[config.mk]
export PLATFORM = sky130hd
export DESIGN_NAME = mc_ctrl
export DESIGN_NICKNAME = d
export VERILOG_FILES = /design/src/rtl/mc_pkg.sv /design/src/rtl/mc_decode.sv /design/src/rtl/mc_ctrl.sv
export SDC_FILE = /design/constraint.sdc
export NUM_CORES = 1
export LEC_CHECK = 0
export CORE_MARGIN = 4
export CORE_UTILIZATION = 47
export DETAILED_ROUTE_END_ITERATION = 8
export PLACE_DENSITY = 0.82
export SLEW_MARGIN = 20
export SYNTH_ARGS = -nofsm -noshare
export SYNTH_HDL_FRONTEND = slang
export SYNTH_SLANG_ARGS = --single-unit
[constraint.sdc]
create_clock -name clk -period 5.65 [get_ports clk]
set_clock_uncertainty 0.15 [all_clocks]
set_input_delay 1.4125 -clock clk [delete_from_list [all_inputs] [get_ports clk]]
set_output_delay 1.4125 -clock clk [all_outputs]
set_load 0.1 [all_outputs]
[src/rtl/mc_pkg.sv]
// Shared encodings for the multi-cycle controller: state codes, opcodes,
// instruction classes and the datapath select codes it drives.
package mc_pkg;

  localparam int unsigned STATE_W = 4;
  localparam int unsigned OP_W    = 6;
  localparam int unsigned EOP_W   = 2;
  localparam int unsigned ALU_W   = 3;
  localparam int unsigned NPC_W   = 2;

  typedef enum logic [STATE_W-1:0] {
    S_FETCH    = 4'd0,
    S_DECODE   = 4'd1,
    S_EXE_R    = 4'd2,
    S_EXE_I    = 4'd3,
    S_WB_ALU   = 4'd4,
    S_MEM_ADDR = 4'd5,
    S_MEM_RD   = 4'd6,
    S_WB_MEM   = 4'd7,
    S_MEM_WR   = 4'd8,
    S_BRANCH   = 4'd9,
    S_JUMP     = 4'd10
  } state_t;

  typedef enum logic [3:0] {
    C_NOP  = 4'd0,
    C_ADDU = 4'd1,
    C_SUBU = 4'd2,
    C_ORI  = 4'd3,
    C_LUI  = 4'd4,
    C_LW   = 4'd5,
    C_SW   = 4'd6,
    C_BEQ  = 4'd7,
    C_J    = 4'd8
  } cls_t;

  localparam logic [OP_W-1:0] OP_RTYPE = 6'h00;
  localparam logic [OP_W-1:0] OP_ORI   = 6'h0D;
  localparam logic [OP_W-1:0] OP_LUI   = 6'h0F;
  localparam logic [OP_W-1:0] OP_LW    = 6'h23;
  localparam logic [OP_W-1:0] OP_SW    = 6'h2B;
  localparam logic [OP_W-1:0] OP_BEQ   = 6'h04;
  localparam logic [OP_W-1:0] OP_J     = 6'h02;

  localparam logic [OP_W-1:0] FN_ADDU  = 6'h21;
  localparam logic [OP_W-1:0] FN_SUBU  = 6'h23;

  localparam logic [EOP_W-1:0] EXT_SIGN = 2'b00;
  localparam logic [EOP_W-1:0] EXT_ZERO = 2'b01;
  localparam logic [EOP_W-1:0] EXT_LUI  = 2'b10;
  localparam logic [EOP_W-1:0] EXT_BR   = 2'b11;

  localparam logic [ALU_W-1:0] ALU_ADD = 3'b000;
  localparam logic [ALU_W-1:0] ALU_SUB = 3'b001;
  localparam logic [ALU_W-1:0] ALU_OR  = 3'b010;

  localparam logic [NPC_W-1:0] NPC_SEQ = 2'b00;
  localparam logic [NPC_W-1:0] NPC_BR  = 2'b01;
  localparam logic [NPC_W-1:0] NPC_J   = 2'b10;

endpackage

[src/rtl/mc_decode.sv]
// Combinational instruction classifier; unsupported encodings map to NOP.
module mc_decode
  import mc_pkg::*;
(
  input  logic [OP_W-1:0] op,
  input  logic [OP_W-1:0] funct,
  output cls_t            cls
);

  always_comb begin
    cls = C_NOP;
    case (op)
      OP_RTYPE: begin
        if (funct == FN_ADDU)      cls = C_ADDU;
        else if (funct == FN_SUBU) cls = C_SUBU;
      end
      OP_ORI:  cls = C_ORI;
      OP_LUI:  cls = C_LUI;
      OP_LW:   cls = C_LW;
      OP_SW:   cls = C_SW;
      OP_BEQ:  cls = C_BEQ;
      OP_J:    cls = C_J;
      default: cls = C_NOP;
    endcase
  end

endmodule

[src/rtl/mc_ctrl.sv]
// Multi-cycle control FSM: sequences fetch/decode/execute/memory/write-back
// and drives all datapath enables and selects as Moore outputs.
module mc_ctrl
  import mc_pkg::*;
(
  input  logic               clk,
  input  logic               reset,
  input  logic [OP_W-1:0]    op,
  input  logic [OP_W-1:0]    funct,
  input  logic               zero,
  output logic               pc_wr,
  output logic               ir_wr,
  output logic               grf_wr,
  output logic               dm_wr,
  output logic [EOP_W-1:0]   eop,
  output logic [ALU_W-1:0]   alu_op,
  output logic               alu_b_sel,
  output logic               wd_sel,
  output logic               a3_sel,
  output logic [NPC_W-1:0]   npc_sel,
  output logic [STATE_W-1:0] state
);

  state_t st;
  cls_t   cls;
  cls_t   dec_cls;

  mc_decode u_decode (
    .op    (op),
    .funct (funct),
    .cls   (dec_cls)
  );

  // State and latched instruction class; class is captured only in DECODE.
  always_ff @(posedge clk) begin
    if (reset) begin
      st  <= S_FETCH;
      cls <= C_NOP;
    end else begin
      case (st)
        S_FETCH: st <= S_DECODE;
        S_DECODE: begin
          cls <= dec_cls;
          case (dec_cls)
            C_ADDU, C_SUBU: st <= S_EXE_R;
            C_ORI, C_LUI:   st <= S_EXE_I;
            C_LW, C_SW:     st <= S_MEM_ADDR;
            C_BEQ:          st <= S_BRANCH;
            C_J:            st <= S_JUMP;
            default:        st <= S_FETCH;
          endcase
        end
        S_EXE_R, S_EXE_I: st <= S_WB_ALU;
        S_MEM_ADDR:       st <= (cls == C_SW) ? S_MEM_WR : S_MEM_RD;
        S_MEM_RD:         st <= S_WB_MEM;
        default:          st <= S_FETCH;
      endcase
    end
  end

  assign state = st;

  // Moore output decode; reset overrides every output in the same cycle.
  always_comb begin
    pc_wr     = 1'b0;
    ir_wr     = 1'b0;
    grf_wr    = 1'b0;
    dm_wr     = 1'b0;
    eop       = EXT_SIGN;
    alu_op    = ALU_ADD;
    alu_b_sel = 1'b0;
    wd_sel    = 1'b0;
    a3_sel    = 1'b0;
    npc_sel   = NPC_SEQ;
    case (st)
      S_FETCH: begin
        ir_wr = 1'b1;
        pc_wr = 1'b1;
      end
      S_EXE_R, S_EXE_I, S_WB_ALU: begin
        case (cls)
          C_SUBU: alu_op = ALU_SUB;
          C_ORI: begin
            eop       = EXT_ZERO;
            alu_op    = ALU_OR;
            alu_b_sel = 1'b1;
          end
          C_LUI: begin
            eop       = EXT_LUI;
            alu_b_sel = 1'b1;
          end
          default: alu_op = ALU_ADD;
        endcase
        if (st == S_WB_ALU) begin
          grf_wr = 1'b1;
          a3_sel = (cls == C_ADDU) || (cls == C_SUBU);
        end
      end
      S_MEM_ADDR, S_MEM_RD: alu_b_sel = 1'b1;
      S_WB_MEM: begin
        grf_wr = 1'b1;
        wd_sel = 1'b1;
      end
      S_MEM_WR: begin
        dm_wr     = 1'b1;
        alu_b_sel = 1'b1;
      end
      S_BRANCH: begin
        alu_op  = ALU_SUB;
        eop     = EXT_BR;
        npc_sel = NPC_BR;
        pc_wr   = zero;
      end
      S_JUMP: begin
        npc_sel = NPC_J;
        pc_wr   = 1'b1;
      end
      default: pc_wr = 1'b0;
    endcase
    if (reset) begin
      pc_wr     = 1'b0;
      ir_wr     = 1'b0;
      grf_wr    = 1'b0;
      dm_wr     = 1'b0;
      eop       = EXT_SIGN;
      alu_op    = ALU_ADD;
      alu_b_sel = 1'b0;
      wd_sel    = 1'b0;
      a3_sel    = 1'b0;
      npc_sel   = NPC_SEQ;
    end
  end

endmodule

# --- Word level (Yosys, flattened, before mapping) ---
# Memory sizes are Yosys's and may differ from the RTL's.
# Index checks and enable logic that the tools add are counted.
word_totals:
  output_inout_bits: 18
  mem_bits_ro: 64
  elab_cells: 64
  mem_count: 1
  inputBits: 15
  register_bits: 8
mem_list:
  columns: ["name", "words", "width", "rd", "rd_clocked_by_memory_dff", "wr", "line", "rtl"]
  rows:
  - ["(no name shown)", 16, 4, 1, 0, 0, "mc_ctrl.sv:44", "case (dec_cls)"]
classes:
  mux: 30
  reduce_logical: 8
  eq_ne: 23
op_table:
  columns: ["cell", "n"]
  rows:
  - ["$pmux 4 s7", 1]
  - ["$eq 4x3->1 const B", 6]
  - ["$eq 6x6->1 const B", 4]
  - ["$pmux 2 s2", 5]
  - ["$pmux 4 s5", 1]
  - ["$eq 4x2->1 const B", 4]
  - ["$mux 1", 14]
  - ["$eq 4x4->1 const B", 3]
  - ["$eq 6x4->1 const B", 2]
  - ["$eq 4x1->1 const B", 2]
  - ["$mux 4", 2]
  - ["$eq 6x2->1 const B", 1]
  - ["$eq 6x3->1 const B", 1]
  - ["$logic_not 6->1", 1]
  - ["$mux 2", 3]
  - ["$pmux 1 s2", 3]
  - ["$reduce_or 2->1", 3]
  - ["$reduce_or 3->1", 2]
  - ["$logic_not 4->1", 1]
  - ["$mux 3", 1]
  - ["$logic_or 1x1->1", 1]

# --- Logic depth before layout (Yosys ltp) ---
# An unclocked memory read counts as a cell.
depth:
  ltp_word: 6
  depth_mapped: 9
  ltp_nobuf: 8

# --- By module ---
# A second synthesis with hierarchy kept.
hier_totals:
  hier_cells: 119
  hier_area_um2: 920.9
by_module_without_submodules:
  columns: ["mod", "cells_per_inst", "n_inst", "area_each_um2", "seq_area_each_um2"]
  rows:
  - ["mc_ctrl", 98, 1, 748.2, 160.2]
  - ["mc_decode", 21, 1, 172.7, 0.0]

# --- Worst setup path after synthesis ---
# OpenSTA, ideal clock, no wires.
synth_path:
  kind: "input to output"
  startpoint: "input port reset"
  endpoint: "output port alu_b_sel"
  path_slack_ns: -1.261
  stages: 4
  arrival_time_ns: 5.348
  n_path_buf: 1
  required_time_ns: 4.088
  path_cell_list: "clkbuf_1 -> nor2_1 -> nand2_1 -> o311ai_0"
synth_via:
  elab_chain_len: 1
synth_lines:
  columns: ["element", "line", "rtl"]
  rows:
  - ["start: declaration", "mc_ctrl.sv:7", "input logic reset,"]
  - ["$mux 1", "mc_ctrl.sv:120", "if (reset) begin"]
  - ["end: declaration", "mc_ctrl.sv:17", "output logic alu_b_sel,"]
# No other way between the ends.

# --- Worst setup path in the final report ---
# Same ends and word-level chain as after synthesis.

==> qor_table.md <==
| Stage | Metric | Reported |
| --- | --- | --- |
| cts | Root Driver | clkbuf_4 |
| cts | Clock transition at path regs | 50 ps |
| synth | Sequential area share after synthesis | 18.2% |
| timing | Final critical delay including setup and external delays | 4990 ps |
| worst setup path | Startpoint-to-endpoint class of the critical path | input port to output port |
| floorplan | Core region area | 1750 um^2 |
| detailed routing | Via count | 1000 |
| timing | Final worst setup slack | 659 ps |
| worst setup path | R2r endpoint | state[2] |
| pwr | Sum of internal, switching and leakage power | 0.184 mW |
| global route | Global routing met1 resource utilization | 19.6% |
| worst setup path | Cell with the largest stage delay on the worst path | clkdlybuf4s50_1 |
| pwr | IR Drop Worst-Case VDD | 0.114 mV |
| synth | Synthesized flop and latch total | 8 |
| worst setup path | Chain of cells forming the critical path | clkdlybuf4s50_1 > nor4_1 > nand2_1 > or3b_2 > o311ai_1 > buf_12 |
| cts | Clk_lat worst skew | 260 ps |
| global route | Initial antenna violation count | 0 |
| placed design | HPWL after detailed placement | 1850 um |
| worst setup path | Sort of element at the end of the critical path | output port |
| finish | Number of diodes added for antenna fixing | 0 |
| floorplan | Full die area | 2630 um^2 |
| global route | Wire length of the first global-routing pass | 3840 um |
| cts | Cts repair resizes | 0 |
| detailed routing | Total iterations of the first detailed-routing run | 4 |
| synth | Cells taking the most area after synthesis | dfxtp_1 (18%), nor2_1 (6.8%), nand2_1 (3.4%) |
| finish | Post-route standard cell area excluding fillers | 1210 um^2 |
| timing | Actual transition at the worst max-transition pin | 979 ps |
| timing | Worst slew margin relative to its limit | 34.5% |
| floorplan | Ports | 33 |
| worst setup path | CP required | 4090 ps |
| worst setup path | WP buf/inv | 2 |
| pwr | PD cells | 153 nW/um^2 |
| worst setup path | Dominant delay contributor by cell family on the critical path | simple AND/OR/NAND/NOR gates |
| synth | Warnings, synthesis | 0 |
| worst setup path | Critical Path Source Type | input port |
| global route | GRT met2 Usage | 36.9% |
| synth | Total nets after synthesis | 133 |
| worst setup path | Reg2Reg Depth | 4 |
| min path | Hold Startpoint | cls[2] |
| finish | Core occupancy in the finished layout | 69.2% |
| global route | Layer with the highest usage | met2 |
| synth | Yosys cell types | 55 |
| synth | Cell count after synthesis | 117 |
| cts | Number of clock buffers inserted by TritonCTS | 3 |
| synth | Post-synth top flop | dfxtp_1 |
| cts | Number of buffers inserted by hold repair at cts | 0 |
| placed design | Count of buffers from port buffering | 31 |
| timing | Setup TNS | 0 ps |
| floorplan | Std-Cell Rows | 15 |
| global route | Number of global-route vias before repair | 911 |
| detailed routing | DR DRC count | 0 |
| detailed routing | Routed via count divided by cell count | 5.99 |
| worst setup path | Worst reg2reg path startpoint | state[1] |
| finish | Nets | 160 |
| global route | Grt ovf | 0 |
| detailed routing | Total Routed Length | 2370 um |
| worst setup path | Crit path arrival time | 3430 ps |
| cts | Max H-tree Level | 1 |
| detailed routing | Average detailed-routed wire length per instance | 14.2 um |
| timing | Count of pins over their slew limit | 0 |
| finish | Share of post-route cells with drive strength above 1 | 16.2% |
| flow run | Max capacitance violation total | 0 |
| min path | Worst Hold Path EP | cls[2] |
| worst setup path | CP Max Fanout | 12 |
| synth | Post-synth EDFFs | 0 |
| synth | Top cell type's share of synthesized area | 18.2% |
| synth | Total standard cell area after synthesis | 881 um^2 |
| placed design | Worst slack at placement | 663 ps |
| cts | Clock tree from TritonCTS | done |
| cts | Post-CTS Setup Inserts | 0 |
| synth | Cell with the most instances after synthesis | nor2_1 |
| timing | Setup violation total in the final timing report | 0 |
| synth | Avg Synthesized Cell Area | 7.53 um^2 |
| worst setup path | Largest stage delay, worst path | 620 ps |
| detailed routing | Number of nets with antenna violations after routing | 0 |
| floorplan | Die width | 51.3 um |
| synth | Async set-or-reset flop fraction in the synthesized netlist | 0% |
| timing | Share of the cycle needed by the critical path after routing | 88.3% |
| status | Run status | completed |
| synth | Most area-hungry cell type in the Yosys netlist | dfxtp_1 |
| min path | Instance count along the most critical hold path | 2 |
| cts | CTS sink count | 8 |
| synth | Synth top cells by count | nor2_1 (16), dfxtp_1 (8), nand2_1 (8) |
| detailed routing | Drt first-iter violations | 19 |
| worst setup path | Reg-to-reg setup timing slack | 3650 ps |
| floorplan | Die Y-Extent | 51.3 um |
| floorplan | Initial Util | 50.5% |
| placed design | Final weighted congestion of routability-driven global placement | 0.816 |
| placed design | Area of placed instances | 1180 um^2 |
| timing | Hold Fails Final Rpt | 0 |
| timing | RSZ-0062 raised after global routing | no |
| cts | Maximum buffer depth of the clock tree | 2 |
| global route | Maximum number of pins on one net before global-route repair | 19 |
| timing | Top achievable clock speed | 200 MHz |
| min path | Class of the most critical hold timing path | flop to flop |
| global route | Met3 layer usage reported by global route | 2.33% |
| finish | Area growth syn-to-layout | 37.1% |
| global route | Overall Global Routing Usage | 18.5% |
| pwr | Leakage power figure | 0.442 nW |
[worst max-delay path by stage]
stage | endpoint | from | cells past startpoint | slack, ps
CTS | alu_b_sel | reset | 6 | 660
floorplan | alu_b_sel | reset | 4 | -90
global route | alu_b_sel | reset | 6 | 540
detailed placement | alu_b_sel | reset | 6 | 660
global placement | alu_b_sel | reset | 6 | 780
finish | alu_b_sel | reset | 6 | 660
[routing by layer]
| metal | routed length [um] | part of all wire [%] |
|---|---|---|
| met2 | 1180 | 50 |
| met3 | 177 | 7.5 |
| met5 | 0 | 0 |
| met1 | 996 | 42 |
| met4 | 10 | 0.42 |
[where the power goes]
part	internal, mW	total (mW)	switching, mW	leakage (nW)
clock network	0.0244	0.0450	0.0206	0.0138
logic	0.0268	0.0717	0.0448	0.363
registers	0.0597	0.0677	0.00800	0.0654
[worst reg2reg max path: cells and delay by family (launching register included)]
| kind | cells | cell delay [ps] |
|---|---|---|
| AO/OA/AOI/OAI | 2 | 560 |
| flip-flops | 1 | 730 |
| AND/OR/NAND/NOR | 2 | 500 |
[stage by stage]
stage / hold WS [ps] / cells
after floorplan: 351 / 117
after global placement: 374 / 164
after detailed placement: 392 / 164
after CTS: 399 / 167
after global routing: 427 / 167
final: 394 / 167
[logic make-up after synthesis]
kind of cell,share of synthesized area [%]
AND/OR/NAND/NOR,42.6
XOR/XNOR,3.98
AO/OA/AOI/OAI,23.4
multiplexers,3.55
flip-flops,18.2
adder cells (fa/ha/maj),1.42
buffers and inverters,6.39
other,0.426
[sequential cells by signal, indices dropped and copies added, names as in the netlist]
| register | cells |
|---|---|
| cls | 4 |
| state | 4 |
[final cells by class]
type | count | area (um^2)
Fill cell | 157 | 538
Multi-Input combinational cell | 98 | 671
Inverter | 2 | 7.51
Tap cell | 25 | 31.3
Clock buffer | 3 | 22.5
Timing Repair Buffer | 31 | 315
Sequential cell | 8 | 160
[cells in the final DEF, fill, tap and decap left out, types with 2 or more instances in the layout]
master / instances
clkdlybuf4s50_1: 18
nor2_1: 16
buf_4: 10
nand2_1: 8
dfxtp_1: 8
nor3_1: 5
nand3_1: 4
and3b_1: 3
and3_1: 3
a31oi_1: 3
nor4_1: 3
a21oi_1: 3
a211oi_1: 3
clkbuf_4: 3
buf_12: 3
inv_1: 2
nand4_1: 2
nor4b_1: 2
nand2b_4: 2
mux2i_1: 2
o21ai_0: 2
xnor2_1: 2
xor2_1: 2
nor4bb_1: 2
Note: power is estimated with default switching activity, not from simulation.
